### src/rtl/page_bitmap_alloc_pkg.sv
// Shared definitions for the page-bitmap allocator: FSM encoding and width helpers.
package page_bitmap_alloc_pkg;

  typedef enum logic [2:0] {
    ST_INIT,
    ST_IDLE,
    ST_A_RD,
    ST_A_CHK,
    ST_F_RD,
    ST_F_CHK
  } state_e;

  function automatic int clog2(input int value);
    int r;
    for (r = 0; (1 << r) < value; r++) begin
    end
    return r;
  endfunction

  function automatic int idx_width(input int addr_width, input int data_width);
    return addr_width + clog2(data_width);
  endfunction

endpackage

### src/rtl/page_bitmap_alloc_ffz_enc.sv
// Find-first-zero over one bitmap word: index of the lowest clear bit, plus a full-word flag.
module ffz_enc
  import page_bitmap_alloc_pkg::*;
#(
  parameter int DATA_WIDTH = 64,
  localparam int BIT_W = clog2(DATA_WIDTH)
) (
  input  logic [DATA_WIDTH-1:0] vec_i,
  output logic [BIT_W-1:0]      idx_o,
  output logic                  all_ones_o
);

  // Scan from the top so the lowest clear bit is the last one assigned.
  always_comb begin
    idx_o = '0;
    for (int i = DATA_WIDTH - 1; i >= 0; i--) begin
      if (!vec_i[i]) begin
        idx_o = BIT_W'(i);
      end
    end
  end

  assign all_ones_o = &vec_i;

endmodule

### src/rtl/page_bitmap_alloc.sv
// Page allocator: one bit per page in a dual-port bitmap RAM, read on port A and written back on
// port B. Alloc/free are single-outstanding read-modify-write ops; responses come 3 cycles after accept.
module page_bitmap_alloc
  import page_bitmap_alloc_pkg::*;
#(
  parameter int DATA_WIDTH = 64,
  parameter int ADDR_WIDTH = 6,
  localparam int BIT_W = clog2(DATA_WIDTH),
  localparam int IDX_W = idx_width(ADDR_WIDTH, DATA_WIDTH)
) (
  input  logic                  clk,
  input  logic                  rst,
  output logic                  init_done,
  input  logic                  alloc_req_valid,
  output logic                  alloc_req_ready,
  output logic                  alloc_resp_valid,
  output logic [IDX_W-1:0]      alloc_resp_idx,
  output logic                  alloc_resp_fail,
  input  logic                  free_req_valid,
  output logic                  free_req_ready,
  input  logic [IDX_W-1:0]      free_req_idx,
  output logic                  free_resp_valid,
  output logic                  free_resp_err,
  output logic                  ram_wen_a,
  output logic [ADDR_WIDTH-1:0] ram_addr_a,
  output logic [DATA_WIDTH-1:0] ram_data_a,
  input  logic [DATA_WIDTH-1:0] ram_q_a,
  output logic                  ram_wen_b,
  output logic [ADDR_WIDTH-1:0] ram_addr_b,
  output logic [DATA_WIDTH-1:0] ram_data_b
);

  localparam logic [DATA_WIDTH-1:0] ONE = DATA_WIDTH'(1);

  state_e                state_q, state_d;
  logic [ADDR_WIDTH-1:0] init_cnt_q, init_cnt_d;
  logic [ADDR_WIDTH-1:0] hint_q, hint_d;
  logic [ADDR_WIDTH-1:0] probe_q, probe_d;
  logic [IDX_W-1:0]      free_idx_q, free_idx_d;
  logic                  init_done_q, init_done_d;
  logic                  a_vld_q, a_vld_d;
  logic [IDX_W-1:0]      a_idx_q, a_idx_d;
  logic                  a_fail_q, a_fail_d;
  logic                  f_vld_q, f_vld_d;
  logic                  f_err_q, f_err_d;

  logic [BIT_W-1:0]      ffz_idx;
  logic                  ffz_full;
  logic [DATA_WIDTH-1:0] alloc_mask;
  logic [DATA_WIDTH-1:0] free_mask;
  logic [ADDR_WIDTH-1:0] free_word;

  ffz_enc #(.DATA_WIDTH(DATA_WIDTH)) u_ffz (
    .vec_i      (ram_q_a),
    .idx_o      (ffz_idx),
    .all_ones_o (ffz_full)
  );

  assign alloc_mask = ONE << ffz_idx;
  assign free_mask  = ONE << free_idx_q[BIT_W-1:0];
  assign free_word  = free_idx_q[IDX_W-1:BIT_W];

  always_comb begin
    state_d         = state_q;
    init_cnt_d      = init_cnt_q;
    hint_d          = hint_q;
    probe_d         = probe_q;
    free_idx_d      = free_idx_q;
    init_done_d     = init_done_q;
    a_vld_d         = 1'b0;
    a_idx_d         = a_idx_q;
    a_fail_d        = a_fail_q;
    f_vld_d         = 1'b0;
    f_err_d         = f_err_q;
    alloc_req_ready = 1'b0;
    free_req_ready  = 1'b0;
    ram_wen_a       = 1'b0;
    ram_addr_a      = '0;
    ram_data_a      = '0;
    ram_wen_b       = 1'b0;
    ram_addr_b      = '0;
    ram_data_b      = '0;

    case (state_q)
      ST_INIT: begin
        ram_wen_a  = 1'b1;
        ram_addr_a = init_cnt_q;
        init_cnt_d = init_cnt_q + 1'b1;
        if (init_cnt_q == '1) begin
          state_d     = ST_IDLE;
          init_done_d = 1'b1;
        end
      end
      ST_IDLE: begin
        free_req_ready  = 1'b1;
        alloc_req_ready = !free_req_valid;
        if (free_req_valid) begin
          free_idx_d = free_req_idx;
          state_d    = ST_F_RD;
        end else if (alloc_req_valid) begin
          probe_d = '0;
          state_d = ST_A_RD;
        end
      end
      ST_A_RD: begin
        ram_addr_a = hint_q;
        state_d    = ST_A_CHK;
      end
      ST_A_CHK: begin
        if (!ffz_full) begin
          ram_wen_b  = 1'b1;
          ram_addr_b = hint_q;
          ram_data_b = ram_q_a | alloc_mask;
          a_vld_d    = 1'b1;
          a_idx_d    = {hint_q, ffz_idx};
          a_fail_d   = 1'b0;
          state_d    = ST_IDLE;
        end else begin
          // Wrapping increment: after a full sweep the hint is back where it started.
          hint_d = hint_q + 1'b1;
          if (probe_q == '1) begin
            a_vld_d  = 1'b1;
            a_idx_d  = '0;
            a_fail_d = 1'b1;
            state_d  = ST_IDLE;
          end else begin
            probe_d = probe_q + 1'b1;
            state_d = ST_A_RD;
          end
        end
      end
      ST_F_RD: begin
        ram_addr_a = free_word;
        state_d    = ST_F_CHK;
      end
      ST_F_CHK: begin
        f_vld_d = 1'b1;
        state_d = ST_IDLE;
        if (|(ram_q_a & free_mask)) begin
          ram_wen_b  = 1'b1;
          ram_addr_b = free_word;
          ram_data_b = ram_q_a & ~free_mask;
          f_err_d    = 1'b0;
        end else begin
          f_err_d = 1'b1;
        end
      end
      default: begin
        state_d = ST_INIT;
      end
    endcase
  end

  always_ff @(posedge clk) begin
    if (rst) begin
      state_q     <= ST_INIT;
      init_cnt_q  <= '0;
      hint_q      <= '0;
      probe_q     <= '0;
      free_idx_q  <= '0;
      init_done_q <= 1'b0;
      a_vld_q     <= 1'b0;
      a_idx_q     <= '0;
      a_fail_q    <= 1'b0;
      f_vld_q     <= 1'b0;
      f_err_q     <= 1'b0;
    end else begin
      state_q     <= state_d;
      init_cnt_q  <= init_cnt_d;
      hint_q      <= hint_d;
      probe_q     <= probe_d;
      free_idx_q  <= free_idx_d;
      init_done_q <= init_done_d;
      a_vld_q     <= a_vld_d;
      a_idx_q     <= a_idx_d;
      a_fail_q    <= a_fail_d;
      f_vld_q     <= f_vld_d;
      f_err_q     <= f_err_d;
    end
  end

  assign init_done        = init_done_q;
  assign alloc_resp_valid = a_vld_q;
  assign alloc_resp_idx   = a_idx_q;
  assign alloc_resp_fail  = a_fail_q;
  assign free_resp_valid  = f_vld_q;
  assign free_resp_err    = f_err_q;

endmodule

### config.mk
export PLATFORM = sky130hd
export DESIGN_NAME = page_bitmap_alloc
export DESIGN_NICKNAME = d
export VERILOG_FILES = /design/src/rtl/page_bitmap_alloc_pkg.sv /design/src/rtl/page_bitmap_alloc_ffz_enc.sv /design/src/rtl/page_bitmap_alloc.sv
export SDC_FILE = /design/constraint.sdc
export NUM_CORES = 1
export LEC_CHECK = 0
export CORE_MARGIN = 1.5
export CORE_UTILIZATION = 40
export DETAILED_ROUTE_END_ITERATION = 10
export PLACE_DENSITY = 0.78
export SLEW_MARGIN = 15
export SYNTH_ARGS = -nofsm -noshare
export SYNTH_HDL_FRONTEND = slang
export SYNTH_SLANG_ARGS = --single-unit
### constraint.sdc
create_clock -name clk -period 2.67 [get_ports clk]
set_input_delay 0.267 -clock clk [delete_from_list [all_inputs] [get_ports clk]]
set_output_delay 0.267 -clock clk [all_outputs]
set_load 0.03 [all_outputs]
# After elaboration in Yosys (flattened, before gate mapping)
# Cells that the tools add are included.
# totals
romBits	0
input_bits	80
wordCells	143
latch_bits	0
memories	0
mem_bits_rw	0
regBits	50
# op_classes
n_mux	96
shift	2
n_reduce_logical	12
bitwise_logic	5
div_mod_pow	0
eq_ne	14
n_lt_le_gt_ge	0
n_addsub	3
multipliers	0
# op_table
cell	n
6-bit two-way mux	70
64-bit AND	2
64-bit two-way mux	2
64-bit case mux with 2 select lines	1
1-bit by 6-bit << shifter with 64-bit output (first input constant)	2
65-bit AND reduction	1
64-bit inverter	1
64-bit OR	1
64-bit AND reduction	1
64-bit OR reduction	1
12-bit two-way mux	2
6-bit case mux with 2 select lines	2
6-bit by 1-bit adder with 6-bit output (second input constant)	3
3-bit case mux with 6 select lines	1
6-bit case mux with 3 select lines	1
6-bit == test (second input constant)	2
1-bit two-way mux	11
2-bit inequality test (second input constant)	5
3-bit two-way mux	3
2-bit AND reduction	4
3-bit by 2-bit == test with 1-bit output (second input constant)	2
3-bit == test (second input constant)	2
5-bit AND reduction	1
2-bit two-way mux	2
other kinds (9)	9

# Depth between registers and ports, before layout
# depth
word_depth	68
mapped_depth	13
depth_no_buf	8

# By module
# A second synthesis with hierarchy kept.
# hier_totals
cells_unflattened	949
hier_area_um2	6148.4
# modules_own_cells
mod	area_each_um2	seq_area_each_um2	instances	cells_per_inst
page_bitmap_alloc	5360.1	1001.0	1	801
ffz_enc	788.3	0.0	1	148

# Least setup slack after synthesis
# OpenSTA, ideal clock, no wires.
# synth_path
path_kind	register to output
from	reg free_idx_q[1]
to	out ram_data_b[41]
path_slack_ns	-0.521
arrival_time_ns	2.924
stages_incl_launch_ff	12
path_cell_list	dfxtp_1 > buf_2 > buf_1 > or3b_2 > a21oi_1 > nor3_1 > o22ai_1 > a2111oi_2 > a21oi_2 > nor2_4 > buf_4 > o32ai_1
# synth_between
elab_chain_len	5
# synth_lines
item	line_no	rtl
start, declared	page_bitmap_alloc.sv:39	logic [IDX_W-1:0] free_idx_q, free_idx_d;
start signal, assigned	page_bitmap_alloc.sv:172	free_idx_q <= free_idx_d;
1-bit by 6-bit << shifter with 64-bit output *	page_bitmap_alloc.sv:60	assign free_mask = ONE << free_idx_q[BIT_W-1:0];
64-bit AND or 64-bit inverter (tied branches)	page_bitmap_alloc.sv:139, page_bitmap_alloc.sv:142	
64-bit OR reduction or 64-bit AND (tied branches)	page_bitmap_alloc.sv:139, page_bitmap_alloc.sv:142	
64-bit two-way mux *	page_bitmap_alloc.sv:139	if (|(ram_q_a & free_mask)) begin
64-bit case mux with 2 select lines *	page_bitmap_alloc.sv:84	case (state_q)
end, declared	page_bitmap_alloc.sv:30	output logic [DATA_WIDTH-1:0] ram_data_b
# Mark *: on every way between the ends. The rest lies on a longest branch, timed or not.

# Worst setup path after layout
# layout_path
from	reg free_idx_q[1]
to	out ram_data_b[47]
# Same word-level chain as after synthesis.

==> flow_summary_export.csv <==
group,metric,value,unit
timing,skew,0.00804,ns
synth,synth_edf_count,0,
timing,layout_min_cycle_time,3.64,ns
power_and_ir_drop,p_total,2.34,mW
synth,netlist_area,0.00584,sq mm
setup_path,path_buf_inv,5,
global_route,track_usage,0.415,
floorplanning,die_w,124,um
timing,slew_headroom,0.619,
synth,yosysWarningCount,0,
synth,async_flop_share,0,
floorplanning,row_count,43,
setup_path,path_common_cell,"sky130_fd_sc_hd__buf_4",
timing,setup_violations,87,
setup_path,critical_path.max_stage_delay,0.54,ns
clocking,tritoncts_num_sinks,50,
floorplanning,area_of_the_placeable_core,0.0140,sq mm
synth,synth_top_cells_by_area,"sky130_fd_sc_hd__dfxtp_1, sky130_fd_sc_hd__buf_4, sky130_fd_sc_hd__a21oi_1",
drt,detail_route.drc_violations,0,
timing,postLayoutSetupSlackWorst,-0.972,ns
power_and_ir_drop,static-leakage-power,4.34,nW
run_status,run_status,"finished with violations",
clocking,htree_levels,2,
drt,drt_wl_total,32800,um
setup_path,path_delay_family,"buffers and inverters",
global_route,number_of_global_route_vias_before_repair,8109,
setup_path,worstPathCellList,"mux2_4, a222oi_1, buf_4, o221ai_2, or4_4, a2111oi_4, buf_4, a21oi_4, nor2_4, buf_12, buf_4, o22ai_1, buf_4",
clocking,clkTransAtPathRegs,0.07,ns
cells_and_area,fillerInstances,1096,
clocking,cts_tree,"yes",
synth,postSynthCellCount,860,
synth,postSynth.topFlopCell,"sky130_fd_sc_hd__dfxtp_1",
synth,syn_avg_cell_area,6.79,sq um
setup_path,crit_type,"register to primary output",
floorplanning,io-pin-count,241,
synth,post-synth-top-area-fraction,0.171,
place,port_buffers,176,
setup_path,end_kind,"primary output",
setup_path,startpoint_type,"register",
setup_path,critical_path_required,2.40,ns
drt,detailedRoute.firstIterationViolations,1175,
global_route,grt_max_degree,48,
clocking,tritoncts.num_buffers,5,
drt,via_per_inst,6.17,
timing,hold_viol_final,0,
floorplanning,start_util,0.416,
cells_and_area,instances_no_fill,1454,
place,detailedPlacementHpwl,26000,um
timing,unrepaired_setup_endpoints_after_global_routing,"true",
synth,synth_cell_type_count,74,
cells_and_area,final_nets,1356,
timing,layout_worst_path_cycle_share,1.36,
drt,num_vias,8977,
clocking,cts-root-to-sink-buffers,2,
place,numPlacedInstances,1438,
cells_and_area,layout-drive-gt1-share,0.378,
setup_path,worstPathMaxFanout,26,
synth,yosysTopAreaCell,"sky130_fd_sc_hd__dfxtp_1",
setup_path,crit_arrival,3.38,ns
cells_and_area,final_common_cell,"sky130_fd_sc_hd__buf_4",
cells_and_area,areaGrowthSynthToFinish,79.5,%
global_route,gr-total-overflow,0,
hold_path,holdCritPathClass,"register to register",
timing,fin_tns_setup,-64.70,ns
place,gpl.final_weighted_congestion,1.13,
timing,achievable_frequency,275,MHz
setup_path,cp_slowest_cell,"sky130_fd_sc_hd__or4_4",
drt,route.antenna.remaining_nets,0,
global_route,grt_first_pass_wirelength,47500,um
timing,worst-slew-pin-transition,0.569,ns
clocking,clockRootBuffer,"sky130_fd_sc_hd__clkbuf_16",
power_and_ir_drop,vdd.ir_drop.worst,0.303,mV
cells_and_area,post_layout_util,0.747,
flow_run,max_cap_violations,0,
drt,route.detailed.wl_per_inst,22.6,um
floorplanning,overall_die_area,0.0153,sq mm
cells_and_area,n_antenna_cell,0,
cells_and_area,leading_cell_types_in_the_layout_fill_and_taps_excluded,"sky130_fd_sc_hd__buf_4, sky130_fd_sc_hd__nand2_1, sky130_fd_sc_hd__clkdlybuf4s50_1",
synth,synth_seq_cells,50,
drt,drtPass1Iterations,7,
global_route,antenna_violations_before_repair,1,
run_status,violations,"setup timing",
floorplanning,die_y_extent,124,um
clocking,clock_latency_late_sink,0.29,ns
power_and_ir_drop,p_per_area,224,mW/mm^2
timing,drv_slew,0,
synth,synth.yosys.seq_area_share,0.171,
tightest hold or removal path: cells and delay by family (launching register included):
| kind | cells | cell delay [ns] |
|---|---|---|
| DFF | 1 | 0.31 |
| and+or+nand+nor | 1 | 0.07 |
| AOI/OAI and AO/OA | 1 | 0.06 |
kinds of logic after synthesis:
kind of cell	after synthesis	synth area share
compound gates	284	0.320
buf+inv	146	0.142
flops	50	0.171
mux	17	0.0319
simple gates	347	0.309
fa+ha+maj	3	0.00643
xor+xnor	12	0.0180
other cells	1	0.000642
where the power goes:
group	switching, mW	internal (mW)	leakage (nW)
Combinational	0.541	0.377	3.86
Sequential	0.0149	0.754	0.406
Clock	0.299	0.357	0.0759
Total	0.856	1.49	4.34
final timing paths:
path                                         from                 to  slack [ns]  cells past startpoint
worst max register to register      free_idx_q[1]      free_resp_err       -0.09                     10
worst min register to register  alloc_resp_idx[3]  alloc_resp_idx[3]        0.48                      2
worst max-delay path                free_idx_q[1]     ram_data_b[47]       -0.97                     13
worst min-delay path            alloc_resp_idx[3]  alloc_resp_idx[3]        0.48                      2
Yosys cell counts (4+ instances only):
library cell               instances
sky130_fd_sc_hd__a211oi_1         17
sky130_fd_sc_hd__a21oi_1          73
sky130_fd_sc_hd__a22o_1            6
sky130_fd_sc_hd__a22oi_1          16
sky130_fd_sc_hd__a311oi_1          6
sky130_fd_sc_hd__a31oi_1          21
sky130_fd_sc_hd__and2_1            4
sky130_fd_sc_hd__and3_1            5
sky130_fd_sc_hd__and3b_1           4
sky130_fd_sc_hd__and4_1            5
sky130_fd_sc_hd__buf_1             7
sky130_fd_sc_hd__buf_2            13
sky130_fd_sc_hd__buf_4            67
sky130_fd_sc_hd__clkbuf_1         30
sky130_fd_sc_hd__dfxtp_1          50
sky130_fd_sc_hd__inv_1            27
sky130_fd_sc_hd__mux2i_1          13
sky130_fd_sc_hd__nand2_1          88
sky130_fd_sc_hd__nand2b_1         16
sky130_fd_sc_hd__nand3_1          31
sky130_fd_sc_hd__nand3b_1          7
sky130_fd_sc_hd__nand4_1          33
sky130_fd_sc_hd__nor2_1           76
sky130_fd_sc_hd__nor2b_1          12
sky130_fd_sc_hd__nor3_1           18
sky130_fd_sc_hd__nor3b_1           9
sky130_fd_sc_hd__nor4_1            7
sky130_fd_sc_hd__o211ai_1         10
sky130_fd_sc_hd__o21ai_0          35
sky130_fd_sc_hd__o22a_1            5
sky130_fd_sc_hd__o22ai_1          30
sky130_fd_sc_hd__o31ai_1          22
sky130_fd_sc_hd__o32ai_1           6
sky130_fd_sc_hd__or2_2             6
sky130_fd_sc_hd__or3_1             5
sky130_fd_sc_hd__or3b_2            5
sky130_fd_sc_hd__xor2_1           10
flip-flops by register name, indices dropped and copies added (netlist names):
name and flops:
alloc_resp_idx 12, free_idx_q 12, hint_q 6, init_cnt_q 6
probe_q 6, state_q 3, alloc_resp_fail 1, alloc_resp_valid 1
free_resp_err 1, free_resp_valid 1, init_done 1
per-layer routing:
layer / wire length, um / global-route usage / vias to the layer above / part of all wire
li1: - / - / 3925 / -
met1: 12700 / 0.563 / 4157 / 0.39
met2: 14200 / 0.638 / 742 / 0.43
met3: 4000 / 0.0719 / 151 / 0.12
met4: 1860 / 0.195 / 2 / 0.057
met5: 13 / 0 / - / 0.00040
per-stage QoR:
stage               worst slack, ns  area, sq um  hold slack [ns]
CTS                          -0.883        10400            0.478
finish                       -0.972        10500            0.478
detailed placement            -1.25         9910            0.469
global placement              -1.21         9910            0.463
floorplan                    -0.242         6580            0.395
global route                  -1.09        10500            0.501
cell type report:
cell class / count / area, sq um / area share
repair buffers: 461 / 4060 / 0.387
well taps: 180 / 225 / 0.0215
clock buffers: 5 / 125 / 0.0119
flip-flops and latches: 50 / 1010 / 0.0964
inverters: 27 / 101 / 0.00966
clock inverters: 3 / 28.8 / 0.00274
multi-input cells: 728 / 4930 / 0.470
what timing repair did:
item,4_1_cts,5_1_grt
setup endpoints to repair,90,92
pin swaps,8,4
buffers inserted,3,3
resized for setup,140,31
hold buffers,0,0
gates cloned,2,0
No activity file was read; power rests on OpenSTA's default activity.
